--- src/rtl/mul_pkg.sv ---
// Shared types and helpers for the multiply engines and future signed datapath blocks.
package mul_pkg;

  typedef enum logic [1:0] {
    IDLE = 2'd0,
    RUN  = 2'd1,
    FIN  = 2'd2
  } state_t;

  // Widest operand any engine supports; helpers work at twice that width.
  localparam int MAX_W = 16;
  localparam int PW    = 2 * MAX_W;

  // Two's-complement negate when neg is set. Callers size-cast in and out.
  function automatic logic [PW-1:0] cond_negate(input logic [PW-1:0] v, input logic neg);
    return neg ? (~v + 1'b1) : v;
  endfunction

endpackage

--- src/rtl/seq_shift_add_multiplier.sv ---
// Iterative shift-and-add multiplier: one partial product per clock, optional
// two's-complement mode, start/busy/done handshake.
module seq_shift_add_multiplier #(
  parameter int WIDTH = 8,
  parameter int CNT_W = $clog2(WIDTH + 1)
) (
  input  logic                 clk,
  input  logic                 rst_n,
  input  logic                 start,
  input  logic                 signed_mode,
  input  logic [WIDTH-1:0]     a,
  input  logic [WIDTH-1:0]     b,
  output logic                 busy,
  output logic                 done,
  output logic [2*WIDTH-1:0]   product
);
  import mul_pkg::*;

  state_t               state_q, state_d;
  logic [2*WIDTH-1:0]   acc_q, acc_d;
  logic [2*WIDTH-1:0]   product_q, product_d;
  logic [WIDTH-1:0]     mcand_q, mcand_d;
  logic [WIDTH-1:0]     mplier_q, mplier_d;
  logic [CNT_W-1:0]     cnt_q, cnt_d;
  logic                 neg_q, neg_d;
  logic                 busy_q, busy_d;
  logic                 done_q, done_d;
  logic [WIDTH:0]       sum;

  always_comb begin
    // NOTE: every _d gets a default before the case so no path leaves one unassigned (no latches).
    state_d   = state_q;
    acc_d     = acc_q;
    product_d = product_q;
    mcand_d   = mcand_q;
    mplier_d  = mplier_q;
    cnt_d     = cnt_q;
    neg_d     = neg_q;
    sum       = {1'b0, acc_q[2*WIDTH-1:WIDTH]};

    case (state_q)
      IDLE: begin
        if (start) begin
          // Magnitudes fit unsigned in WIDTH bits, including the most-negative value.
          mcand_d  = WIDTH'(cond_negate(PW'($signed(a)), signed_mode & a[WIDTH-1]));
          mplier_d = WIDTH'(cond_negate(PW'($signed(b)), signed_mode & b[WIDTH-1]));
          neg_d    = signed_mode & (a[WIDTH-1] ^ b[WIDTH-1]);
          acc_d    = '0;
          cnt_d    = '0;
          state_d  = RUN;
        end
      end
      RUN: begin
        if (mplier_q[0]) sum = {1'b0, acc_q[2*WIDTH-1:WIDTH]} + {1'b0, mcand_q};
        acc_d    = {sum, acc_q[WIDTH-1:1]};
        mplier_d = mplier_q >> 1;
        cnt_d    = cnt_q + 1'b1;
        if (cnt_q == CNT_W'(WIDTH - 1)) state_d = FIN;
      end
      FIN:     state_d = IDLE;
      default: state_d = IDLE;
    endcase

    // Outputs are registered from the next state so they align with the state itself.
    busy_d = (state_d == RUN);
    done_d = (state_d == FIN);
    if (state_q == RUN && state_d == FIN)
      product_d = (2*WIDTH)'(cond_negate(PW'(acc_d), neg_q));
  end

  always_ff @(posedge clk) begin
    if (!rst_n) begin
      state_q   <= IDLE;
      acc_q     <= '0;
      product_q <= '0;
      mcand_q   <= '0;
      mplier_q  <= '0;
      cnt_q     <= '0;
      neg_q     <= 1'b0;
      busy_q    <= 1'b0;
      done_q    <= 1'b0;
    end else begin
      // NOTE: non-blocking here so every flop samples pre-edge values regardless of order.
      state_q   <= state_d;
      acc_q     <= acc_d;
      product_q <= product_d;
      mcand_q   <= mcand_d;
      mplier_q  <= mplier_d;
      cnt_q     <= cnt_d;
      neg_q     <= neg_d;
      busy_q    <= busy_d;
      done_q    <= done_d;
    end
  end

  assign busy    = busy_q;
  assign done    = done_q;
  assign product = product_q;

endmodule

--- config.mk ---
export PLATFORM = sky130hd
export DESIGN_NAME = seq_shift_add_multiplier
export DESIGN_NICKNAME = d
export VERILOG_FILES = /design/src/rtl/mul_pkg.sv /design/src/rtl/seq_shift_add_multiplier.sv
export SDC_FILE = /design/constraint.sdc
export NUM_CORES = 1
export LEC_CHECK = 0
export CAP_MARGIN = 5
export CORE_MARGIN = 4
export CORE_UTILIZATION = 60
export DETAILED_ROUTE_END_ITERATION = 7
export HOLD_SLACK_MARGIN = 0.03
export PLACE_DENSITY_LB_ADDON = 0.3
export SLEW_MARGIN = 0
export SYNTH_ARGS = -nofsm -noshare
export SYNTH_HDL_FRONTEND = slang
export SYNTH_SLANG_ARGS = --single-unit
export TNS_END_PERCENT = 20
--- constraint.sdc ---
create_clock -name clk -period 4 [get_ports clk]
set_input_delay 1.2 -clock clk [delete_from_list [all_inputs] [get_ports clk]]
set_output_delay 1.2 -clock clk [all_outputs]
set_load 0.005 [all_outputs]
### Word-level counts from Yosys, hierarchy flattened

Index checks and enable logic that the tools add are counted.
Widths: inputs -> output; s select.

| cells by class | value |
|---|---|
| add/subtract/negate cells | 5 |
| eq/ne operators | 5 |
| multiplexer cells | 13 |
| bitwise gates (word level) | 7 |
| reduce and logical (&&, ||, !) cells | 5 |

Operators by type and width:

| kind | number |
|---|---|
| $mux 16 | 2 |
| $pmux 16 s2 | 1 |
| $mux 8 | 3 |
| $add 16x1->16 const B | 1 |
| $add 8x1->8 const B | 2 |
| $not 16->16 | 1 |
| $not 8->8 | 2 |
| $pmux 8 s2 | 1 |
| $add 8x8->9 | 1 |
| $mux 9 | 1 |
| $pmux 4 s2 | 1 |
| $add 4x1->4 const B | 1 |
| $eq 2x1->1 const B | 2 |
| $eq 4x3->1 const B | 1 |
| $mux 2 | 2 |
| $mux 4 | 1 |
| $pmux 2 s2 | 1 |
| $reduce_and 2->1 | 2 |
| $and 1x1->1 | 3 |
| $eq 2x2->1 const B | 1 |
| $logic_not 2->1 | 1 |
| $ne 2x2->1 const B | 1 |
| $reduce_bool 2->1 | 1 |
| $logic_and 1x1->1 | 1 |
| $xor 1x1->1 | 1 |

| word-level totals | value |
|---|---|
| flip-flop bits (word level) | 57 |
| input bits | 20 |

### Depth between registers and ports, before layout

Gate-level depths: netlist (run 1).

| depth | value |
|---|---|
| depth in word-level cells | 6 |
| gate-level depth with buffers | 11 |
| mapped depth without buffers | 10 |

### Worst setup path after synthesis (run 1)

OpenSTA, ideal clock, no wires.

| path | value |
|---|---|
| path type | input to register |
| from | input port start |
| to | register product_q[14] (netlist: product[14]) |
| data arrival time | 2.768 ns |
| setup slack | 1.110 ns |
| stages | 9 |
| buffers on the path | 1 |
| cells stage by stage | o21bai_2 > clkbuf_1 > a22oi_1 > ha_1 > o21ai_1 > nor4_2 > a41oi_1 > xor2_1 > o21ai_1 |

| between the ends | value |
|---|---|
| longest elaborated chain between the ends | 5 |
| elaborated cells on any way between the ends | 9 |

RTL lines:

| element | line | text |
|---|---|---|
| start: declaration | seq_shift_add_multiplier.sv:9 | `input logic start,` |
| $mux 16 | seq_shift_add_multiplier.sv:43 | `if (start) begin` |
| $pmux 16 s2 | seq_shift_add_multiplier.sv:41 | `case (state_q)` |
| $not 16->16 | mul_pkg.sv:16 | `return neg ? (~v + 1'b1) : v;` |
| $add 16x1->16 | mul_pkg.sv:16 |  |
| $mux 16 | mul_pkg.sv:16 |  |
| end signal: assignment | seq_shift_add_multiplier.sv:86 | `product_q <= product_d;` |
| end: declaration | seq_shift_add_multiplier.sv:21 | `logic [2*WIDTH-1:0] product_q, product_d;` |

Parallel ways exist; a longest one is shown, timed or not.
A chain may end at the register's enable or synchronous reset.

### Worst setup path in the final report (run 1)

| path | value |
|---|---|
| from | input port start |
| to | register product_q[12] (netlist: product[12]) |

Same word-level chain as after synthesis.

==> results.sh, run 1 <==
export IMPL_synth_area_um2=3210
export IMPL_synth_cells=388
export IMPL_path_class="in -> reg"
export IMPL_die_width_um=81.1
export IMPL_wl_per_cell_um=15.9
export IMPL_htree_levels=3
export IMPL_r2r_slack_ns=1.51
export IMPL_cts_tree="yes"
export IMPL_gp_congestion=0.867
export IMPL_timing_rr_end="product[12]$_SDFFE_PN0P_"
export IMPL_grt_ovfl_total=0
export IMPL_timing_rr_start="state_q[1]$_SDFF_PN0_"
export IMPL_synth_edf_count=0
export IMPL_rows=26
export IMPL_async_flop_share_pct=0
export IMPL_cts_sinks=57
export IMPL_n_fill_cell=401
export IMPL_antenna_found_initial=0
export IMPL_p_switching_w=0.000321
export IMPL_drt_first_pass_iters=7
export IMPL_seq_power_share_pct=48.3
export IMPL_power_w=0.00125
export IMPL_drc=0
export IMPL_grt_setup_unrepaired="false"
export IMPL_setup_violations=0
export IMPL_tns_ns=0
export IMPL_cts_resized=0
export IMPL_final_cell_mix="nor2_1 (58), dfxtp_1 (57), clkdlybuf4s50_1 (37)"
export IMPL_hold_path_end="product[6]$_SDFFE_PN0P_"
export IMPL_mostFrequentLayoutCell="nor2_1"
export IMPL_pwr_share_comb_pct=13.6
export IMPL_power_leakage_nw=1.46
export IMPL_cp_slowest_cell="clkdlybuf4s50_1"
export IMPL_diodes=0
export IMPL_synth_ff_type="dfxtp_1"
export IMPL_whs_path_depth=2
export IMPL_startpoint_type="input pin"
export IMPL_p_sw_share_pct=25.8
export IMPL_hold_buffers=0
export IMPL_grt_pass1_wl_um=13500
export IMPL_ys_ff_latch=57
export IMPL_vdd_drop_max_uv=263
export IMPL_arrival_ns=3.41
export IMPL_start_util_pct=62.4
export IMPL_drt_total_wl_um=7880
export IMPL_hpwlAfterDp_um=5660
export IMPL_clk_pin_slew_worst_paths_ns=0.06
export IMPL_synth_distinct_cells=63
export IMPL_worstMarginPinSlew_ns=0.619
export IMPL_fp_dieH_um=81.1
export IMPL_grt_pass1_vias=2989
export IMPL_area_growth_pct=18.1
export IMPL_synth_warnings=0
export IMPL_portBuffers=37
export IMPL_drtIter0Drc=241
export IMPL_hold_viol_final=0
export IMPL_worst_ep_required_time_ns=4.26
export IMPL_min_path_type="reg -> reg"
export IMPL_critical_path_endpoint_type="flop"
export IMPL_grtUsageTotal_pct=26.3
export IMPL_via_per_inst=6.12
export IMPL_finalNetCount=456
export IMPL_p_clk_share_pct=38.1
export IMPL_cts_setup_buffers=0
export IMPL_period_needed_ns=3.15
export IMPL_min_period_over_period_pct=78.8
export IMPL_crit_chain="clkdlybuf4s50_1, o21bai_2, a22oi_1, ha_1, o21ai_1, nor4_2, nand2_1, a211o_1, o221ai_1"
export IMPL_worstSetupPathDepth=9
export IMPL_hp_start="product[6]$_SDFFE_PN0P_"
export IMPL_syn_avg_cell_area_um2=8.27
export IMPL_yosysSeqAreaShare_pct=35.6
export IMPL_ant_nets=0
export IMPL_io_pins=38
export IMPL_path_buf_inv=1
export IMPL_die_area_um2=6580
export IMPL_core_area_um2=5140
export IMPL_clk_latency_ns=0.34
export IMPL_vias=3027
export IMPL_skew_ns=0.00645
export IMPL_grt_max_degree=25
export IMPL_cts_buffers=9
export IMPL_slew_viol_final=0
export IMPL_internal_power_w=0.000924
export IMPL_outcome="finished clean"
export IMPL_cts_root_buf="clkbuf_8"
export IMPL_syn_nets=421
export IMPL_fmax_mhz=317
export IMPL_slew_limit_headroom_pct=58.7
export IMPL_path_max_fanout=6
export IMPL_drive_gt1_share_pct=8.24
export IMPL_cap_violations=0
export IMPL_ff2ff_path_depth=8
export IMPL_power_density_nw_per_um2=329
export IMPL_cpPeakStageDelay_ns=0.55
export IMPL_cp_top_family="compound AO/OA/AOI/OAI gates"
export IMPL_clockBufferDepth=2
[Yosys cell counts (8+ instances only)]
cell type	number	share of area, %
dfxtp_1	57	36
nor2_1	58	6.8
a21oi_1	31	4.8
a211oi_1	8	1.9
clkbuf_1	13	1.5
nand3_1	17	2.7
xor2_1	13	3.5
a22oi_1	10	2.3
inv_1	13	1.5
ha_1	12	4.7
o21ai_0	9	1.4
nand2_1	31	3.6
[routing by layer]
metal / share of wire, % / track usage [%] / wire length [um]
met4: 3.0 / 13.7 / 239
met1: 42 / 31.9 / 3330
met5: 0 / 0 / 0
met3: 5.2 / 6.32 / 410
met2: 49 / 43.3 / 3900
[power by group through the flow]
stage | Sequential (W) | Combinational (W) | Clock, W
floorplan | 0.000604 | 0.000120 | 0
finish | 0.000601 | 0.000170 | 0.000474
detailed placement | 0.000613 | 0.000168 | 0
CTS | 0.000601 | 0.000169 | 0.000479
global route | 0.000602 | 0.000188 | 0.000508
global placement | 0.000612 | 0.000162 | 0
[sequential cells by signal (all words and copies together), names as in the netlist]
signal	cells
done	1
neg_q	1
state_q	2
cnt_q	4
mcand_q	8
acc_q	16
product	16
busy	1
mplier_q	8
[how the worst max path moves through the flow]
stage                                          end  slack (ns)   from
after detailed placement  product[15]$_SDFFE_PN0P_        0.55  start
after floorplan           product[14]$_SDFFE_PN0P_        1.11  start
after global routing      product[15]$_SDFFE_PN0P_        0.68  start
final                     product[12]$_SDFFE_PN0P_        0.85  start
after CTS                 product[15]$_SDFFE_PN0P_        0.89  start
after global placement    product[12]$_SDFFE_PN0P_        0.63  start
[through the flow]
stage | instances | setup slack (ns) | instance area [um^2] | hold slack [ns] | util [%]
final | 495 | 0.846 | 3790 | 0.453 | 73.7
after global routing | 495 | 0.683 | 3790 | 0.478 | 73.7
after CTS | 495 | 0.892 | 3790 | 0.457 | 73.7
after detailed placement | 482 | 0.555 | 3620 | 0.448 | 70.4
after global placement | 482 | 0.626 | 3620 | 0.439 | 70.4
after floorplan | 388 | 1.11 | 3210 | 0.440 | -
[cell type report]
type | instances | area [um^2] | area share, %
Tap cell | 70 | 87.6 | 2.31
Timing Repair Buffer | 43 | 415 | 11.0
Sequential cell | 57 | 1140 | 30.1
Clock buffer | 13 | 169 | 4.46
Multi-Input combinational cell | 297 | 1920 | 50.7
Inverter | 15 | 56.3 | 1.49
[worst min-delay path, cell delays in order (launching register included)]
cell	delay, ns
dfxtp_1	0.31
nand2_1	0.05
a21oi_1	0.05
[cells by family after synthesis]
family | synth area share [%]
AOI/OAI and AO/OA | 24.5
buffers and inverters | 4.56
xor gates and xnor gates | 5.46
adders and majority gates | 5.30
muxes | 1.64
DFF | 35.6
and+or+nand+nor | 23.0
Note: power is estimated with default switching activity, not from simulation.
==> run 2: changes to the inputs <==
--- a/config.mk
+++ b/config.mk
@@ -7,7 +7,7 @@
 export LEC_CHECK = 0
 export CAP_MARGIN = 5
 export CORE_MARGIN = 4
-export CORE_UTILIZATION = 60
+export CORE_UTILIZATION = 51
 export DETAILED_ROUTE_END_ITERATION = 7
 export HOLD_SLACK_MARGIN = 0.03
 export PLACE_DENSITY_LB_ADDON = 0.3
==> constraint.sdc (replaced) <==
create_clock -name clk -period 2.8 [get_ports clk]
set_input_delay 0.84 -clock clk [delete_from_list [all_inputs] [get_ports clk]]
set_output_delay 0.84 -clock clk [all_outputs]
set_load 0.005 [all_outputs]
==> run 2 against run 1 <==
Clock skew is 0.0025 ns higher. Wire length is 0.18% lower. Total power is 49% higher. Utilization is 8.5 points lower. Design area is 3.7% higher. Sequential cell count stayed put.
==> results.sh, run 2 (synthesized netlist as in run 1, its figures left out) <==
export IMPL_power_w=0.00186
export IMPL_cts_setup_buffers=0
export IMPL_vias=3070
export IMPL_mostFrequentLayoutCell="nor2_1"
export IMPL_critical_path_endpoint_type="flop"
export IMPL_setup_ws_ns=0.162
export IMPL_final_cell_mix="nor2_1 (58), dfxtp_1 (57), clkdlybuf4s50_1 (37)"
export IMPL_grt_setup_unrepaired="false"
export IMPL_slew_limit_headroom_pct=59.7
export IMPL_outcome="finished clean"
export IMPL_path_class="in -> reg"
export IMPL_drtIter0Drc=153
export IMPL_clockBufferDepth=2
export IMPL_cts_tree="yes"
export IMPL_fin_util_pct=65.2
export IMPL_multi_input_area_um2=1920
export IMPL_wl_per_cell_um=15.2
export IMPL_n_fill_cell=504
export IMPL_drt_first_pass_iters=6
export IMPL_die_width_um=87.3
export IMPL_hold_buffers=0
export IMPL_grt_max_degree=43
export IMPL_clk_pin_slew_worst_paths_ns=0.06
export IMPL_fin_area_um2=3930
export IMPL_finalNetCount=471
export IMPL_antenna_found_initial=0
export IMPL_hold_viol_final=0
export IMPL_die_area_um2=7620
export IMPL_cts_root_buf="clkbuf_8"
export IMPL_clk_latency_ns=0.35
export IMPL_start_util_pct=53.2
export IMPL_path_max_fanout=3
export IMPL_grtUsageTotal_pct=22.7
export IMPL_drt_total_wl_um=7870
export IMPL_dp_cells=502
export IMPL_worst_ep_required_time_ns=3.07
export IMPL_cts_buffers=9
export IMPL_arrival_ns=2.91
export IMPL_ant_nets=0
export IMPL_grt_ovfl_total=0
export IMPL_worstMarginPinSlew_ns=0.604
export IMPL_core_area_um2=6030
export IMPL_hpwlAfterDp_um=5770
export IMPL_via_per_inst=5.93
export IMPL_gp_congestion=0.892
export IMPL_drive_gt1_share_pct=11.5
export IMPL_skew_ns=0.00897
export IMPL_portBuffers=37
export IMPL_io_pins=38
export IMPL_diodes=0
export IMPL_regArea_um2=1140
export IMPL_post_dp_cell_area_um2=3740
export IMPL_period_needed_ns=2.64
export IMPL_r2r_slack_ns=0.32
export IMPL_slew_viol_final=0
export IMPL_rows=28
export IMPL_power_leakage_nw=1.54
export IMPL_cts_resized=0
export IMPL_min_path_type="reg -> reg"
export IMPL_pre_cts_slack_ns=-0.187
export IMPL_area_growth_pct=22.5
export IMPL_power_density_nw_per_um2=474
export IMPL_layout_cells_non_filler=518
export IMPL_htree_levels=3
export IMPL_startpoint_type="input pin"
export IMPL_min_period_over_period_pct=94.2
export IMPL_setup_violations=0
export IMPL_fmax_mhz=379
export IMPL_cap_violations=0
export IMPL_grt_pass1_vias=2957
export IMPL_fp_dieH_um=87.3
export IMPL_drc=0
export IMPL_grt_pass1_wl_um=13700
export IMPL_vdd_drop_max_uv=362
export IMPL_cts_sinks=57
[run 2: worst paths after layout]
check	cells past startpoint	end	startpoint
max	8	product[14]$_SDFFE_PN0P_	start
min	2	product[6]$_SDFFE_PN0P_	product[6]$_SDFFE_PN0P_
min reg2reg	2	product[6]$_SDFFE_PN0P_	product[6]$_SDFFE_PN0P_
max reg2reg	10	product[15]$_SDFFE_PN0P_	acc_q[8]$_SDFF_PN0_
[run 2: metrics by stage]
| stage | setup TNS, ns | hold slack, ns |
|---|---|---|
| 3_5_place_dp | -0.850 | 0.444 |
| 4_1_cts | 0 | 0.452 |
| 2_1_floorplan | 0 | 0.440 |
| 5_1_grt | 0 | 0.485 |
| 3_3_place_gp | -0.652 | 0.442 |
| 6_report | 0 | 0.452 |
[run 2: power breakdown]
part,switching [W],total (W),internal [W],leakage (nW)
clock network,0.000319,0.000752,0.000433,0.0974
registers,0.0000234,0.000858,0.000834,0.463
logic,0.000136,0.000251,0.000114,0.978
[run 2: layout make-up]
type,count,area share [%]
Sequential cell,57,29.0
Tap cell,75,2.39
Clock buffer,13,3.79
Clock inverter,3,1.02
Multi-Input combinational cell,297,48.9
Timing Repair Buffer,58,13.4
Inverter,15,1.43
[run 2: metal layers]
layer	wire length, um	share of wire, %	GRT usage, %	vias to the layer above
li1	-	-	-	1511
met1	3450	44	27.6	1473
met2	3900	50	37.7	64
met3	297	3.8	5.20	22
met4	226	2.9	11.2	0
met5	0	0	0	-
[run 2: critical path: stages]
cell             delay [ns]
clkdlybuf4s50_1        0.51
or3b_4                 0.42
o31ai_4                0.07
o221ai_2               0.19
nor4_2                 0.37
a41oi_1                0.19
xor2_1                 0.17
o21ai_1                0.13
==> run 3: changes to the inputs <==
--- a/config.mk
+++ b/config.mk
@@ -9,8 +9,8 @@
 export CORE_MARGIN = 4
 export CORE_UTILIZATION = 51
 export DETAILED_ROUTE_END_ITERATION = 7
-export HOLD_SLACK_MARGIN = 0.03
-export PLACE_DENSITY_LB_ADDON = 0.3
+export HOLD_SLACK_MARGIN = 0.1
+export PLACE_DENSITY = 0.77
 export SLEW_MARGIN = 0
 export SYNTH_ARGS = -nofsm -noshare
 export SYNTH_HDL_FRONTEND = slang
==> run 3 against run 2 <==
Global-route usage fell by 0.25 points. Hold slack got worse by 0.0025 ns. Clock power rose by 14%. Critical path depth did not move. Wire length rose by 0.97%. Fmax fell by 2.9%. Via count fell by 0.49%. Sequential cell count did not move. Sequential power barely moved. Critical endpoint is now product[12]$_SDFFE_PN0P_.
==> results.sh, run 3 (synthesized netlist as in run 1, its figures left out) <==
export IMPL_path_max_fanout=3
export IMPL_vdd_drop_max_uv=427
export IMPL_pwr_share_comb_pct=12.9
export IMPL_slew_limit_headroom_pct=59.5
export IMPL_die_width_um=87.3
export IMPL_hpwlAfterDp_um=5590
export IMPL_outcome="finished clean"
export IMPL_skew_ns=0.00846
export IMPL_core_area_um2=6030
export IMPL_worstMarginPinSlew_ns=0.608
export IMPL_rows=28
export IMPL_mostFrequentLayoutCell="nor2_1"
export IMPL_grtUsageTotal_pct=22.5
export IMPL_clk_pin_slew_worst_paths_ns=0.07
export IMPL_grt_max_degree=43
export IMPL_die_area_um2=7620
export IMPL_start_util_pct=53.2
export IMPL_crit_chain="clkdlybuf4s50_1, or3b_4, o31ai_4, o221ai_2, nor4_2, nand2_1, a211o_1, o221ai_1"
export IMPL_grt_setup_unrepaired="false"
export IMPL_fp_dieH_um=87.3
export IMPL_cpPeakStageDelay_ns=0.53
export IMPL_ant_nets=0
export IMPL_gp_congestion=0.857
export IMPL_critical_path_endpoint_type="flop"
export IMPL_via_per_inst=5.92
export IMPL_cap_violations=0
export IMPL_arrival_ns=2.97
export IMPL_power_density_nw_per_um2=498
export IMPL_period_needed_ns=2.72
export IMPL_worst_ep_required_time_ns=3.05
export IMPL_antenna_found_initial=0
export IMPL_grt_pass1_wl_um=13600
export IMPL_p_switching_w=0.000497
export IMPL_p_sw_share_pct=25.3
export IMPL_htree_levels=3
export IMPL_portBuffers=37
export IMPL_min_path_type="reg -> reg"
export IMPL_power_leakage_nw=1.55
export IMPL_fmax_mhz=368
export IMPL_drc=0
export IMPL_seq_power_share_pct=43.6
export IMPL_cts_tree="yes"
export IMPL_finalNetCount=469
export IMPL_setup_ws_ns=0.0828
export IMPL_slew_viol_final=0
export IMPL_cts_root_buf="clkbuf_8"
export IMPL_path_class="in -> reg"
export IMPL_cts_sinks=57
export IMPL_wl_per_cell_um=15.4
export IMPL_area_growth_pct=23.2
export IMPL_startpoint_type="input pin"
export IMPL_cp_slowest_cell="clkdlybuf4s50_1"
export IMPL_clk_latency_ns=0.34
export IMPL_internal_power_w=0.00147
export IMPL_drt_first_pass_iters=5
export IMPL_clockBufferDepth=2
export IMPL_grt_ovfl_total=0
export IMPL_hold_buffers=0
export IMPL_min_period_over_period_pct=97.0
export IMPL_drtIter0Drc=196
export IMPL_vias=3055
export IMPL_cts_buffers=9
export IMPL_fin_util_pct=65.6
export IMPL_p_clk_share_pct=43.5
export IMPL_hold_viol_final=0
export IMPL_diodes=0
export IMPL_grt_pass1_vias=2986
export IMPL_final_cell_mix="nor2_1 (58), dfxtp_1 (57), clkdlybuf4s50_1 (37)"
export IMPL_drt_total_wl_um=7940
export IMPL_pre_cts_slack_ns=-0.214
export IMPL_drive_gt1_share_pct=12.0
export IMPL_setup_violations=0
export IMPL_io_pins=38
[run 3: changes by cell type in the layout (fill, tap and decap cells not counted), sizes merged]
cell	change
bufinv	+1
clkbuf	-2
clkinv	+1
buf	-2
[run 3: stage by stage]
step | hold WS, ns | cells | setup TNS, ns | instance area (um^2) | total power, W
6_report | 0.450 | 516 | 0 | 3950 | 0.00197
5_1_grt | 0.474 | 516 | 0 | 3950 | 0.00205
4_1_cts | 0.452 | 516 | 0 | 3950 | 0.00198
3_5_place_dp | 0.442 | 500 | -0.863 | 3720 | 0.00112
3_3_place_gp | 0.440 | 500 | -0.603 | 3720 | 0.00112
2_1_floorplan | 0.440 | 388 | 0 | 3210 | 0.00103
[run 3: area by class of cell]
class                   instances  area, um^2
multi-input cells             297        1930
clock buffers                  11         141
clock inverters                 5        78.8
well taps                      75        93.8
fillers                       510        2070
repair buffers                 56         513
inverters                      15        56.3
flip-flops and latches         57        1140
[run 3: what timing repair did]
item | CTS | global route
setup endpoints to repair | 0 | 2
buffers inserted | 0 | 0
gates resized for setup | 0 | 2
[run 3: path summary, 6_finish.rpt]
path                                 from  cells after the start                  endpoint  slack, ns
setup / recovery                    start                      8  product[12]$_SDFFE_PN0P_       0.08
hold / removal    product[9]$_SDFFE_PN0P_                      2   product[9]$_SDFFE_PN0P_       0.45
setup reg to reg  mcand_q[0]$_SDFFE_PN0P_                     10  product[12]$_SDFFE_PN0P_       0.25
hold reg to reg   product[9]$_SDFFE_PN0P_                      2   product[9]$_SDFFE_PN0P_       0.45
[run 3: power groups by stage]
stage          sequential [W]  clock, W  combinational [W]
3_3_place_gp         0.000874         0           0.000242
6_report             0.000858  0.000857           0.000254
5_1_grt              0.000860  0.000911           0.000282
4_1_cts              0.000857  0.000871           0.000251
2_1_floorplan        0.000863         0           0.000171
3_5_place_dp         0.000875         0           0.000247
[run 3: worst max-delay path, delay by kind of cell]
| family | cells | cell delay, ns |
|---|---|---|
| simple gates | 3 | 0.93 |
| compound gates | 4 | 0.67 |
| buf+inv | 1 | 0.53 |
[run 3: per-layer routing]
layer | track usage [%] | up-vias | wire length, um
li1 | - | 1504 | -
met5 | 0 | - | 0
met4 | 7.95 | 0 | 101
met2 | 37.8 | 92 | 4000
met3 | 5.87 | 12 | 377
met1 | 27.6 | 1447 | 3460
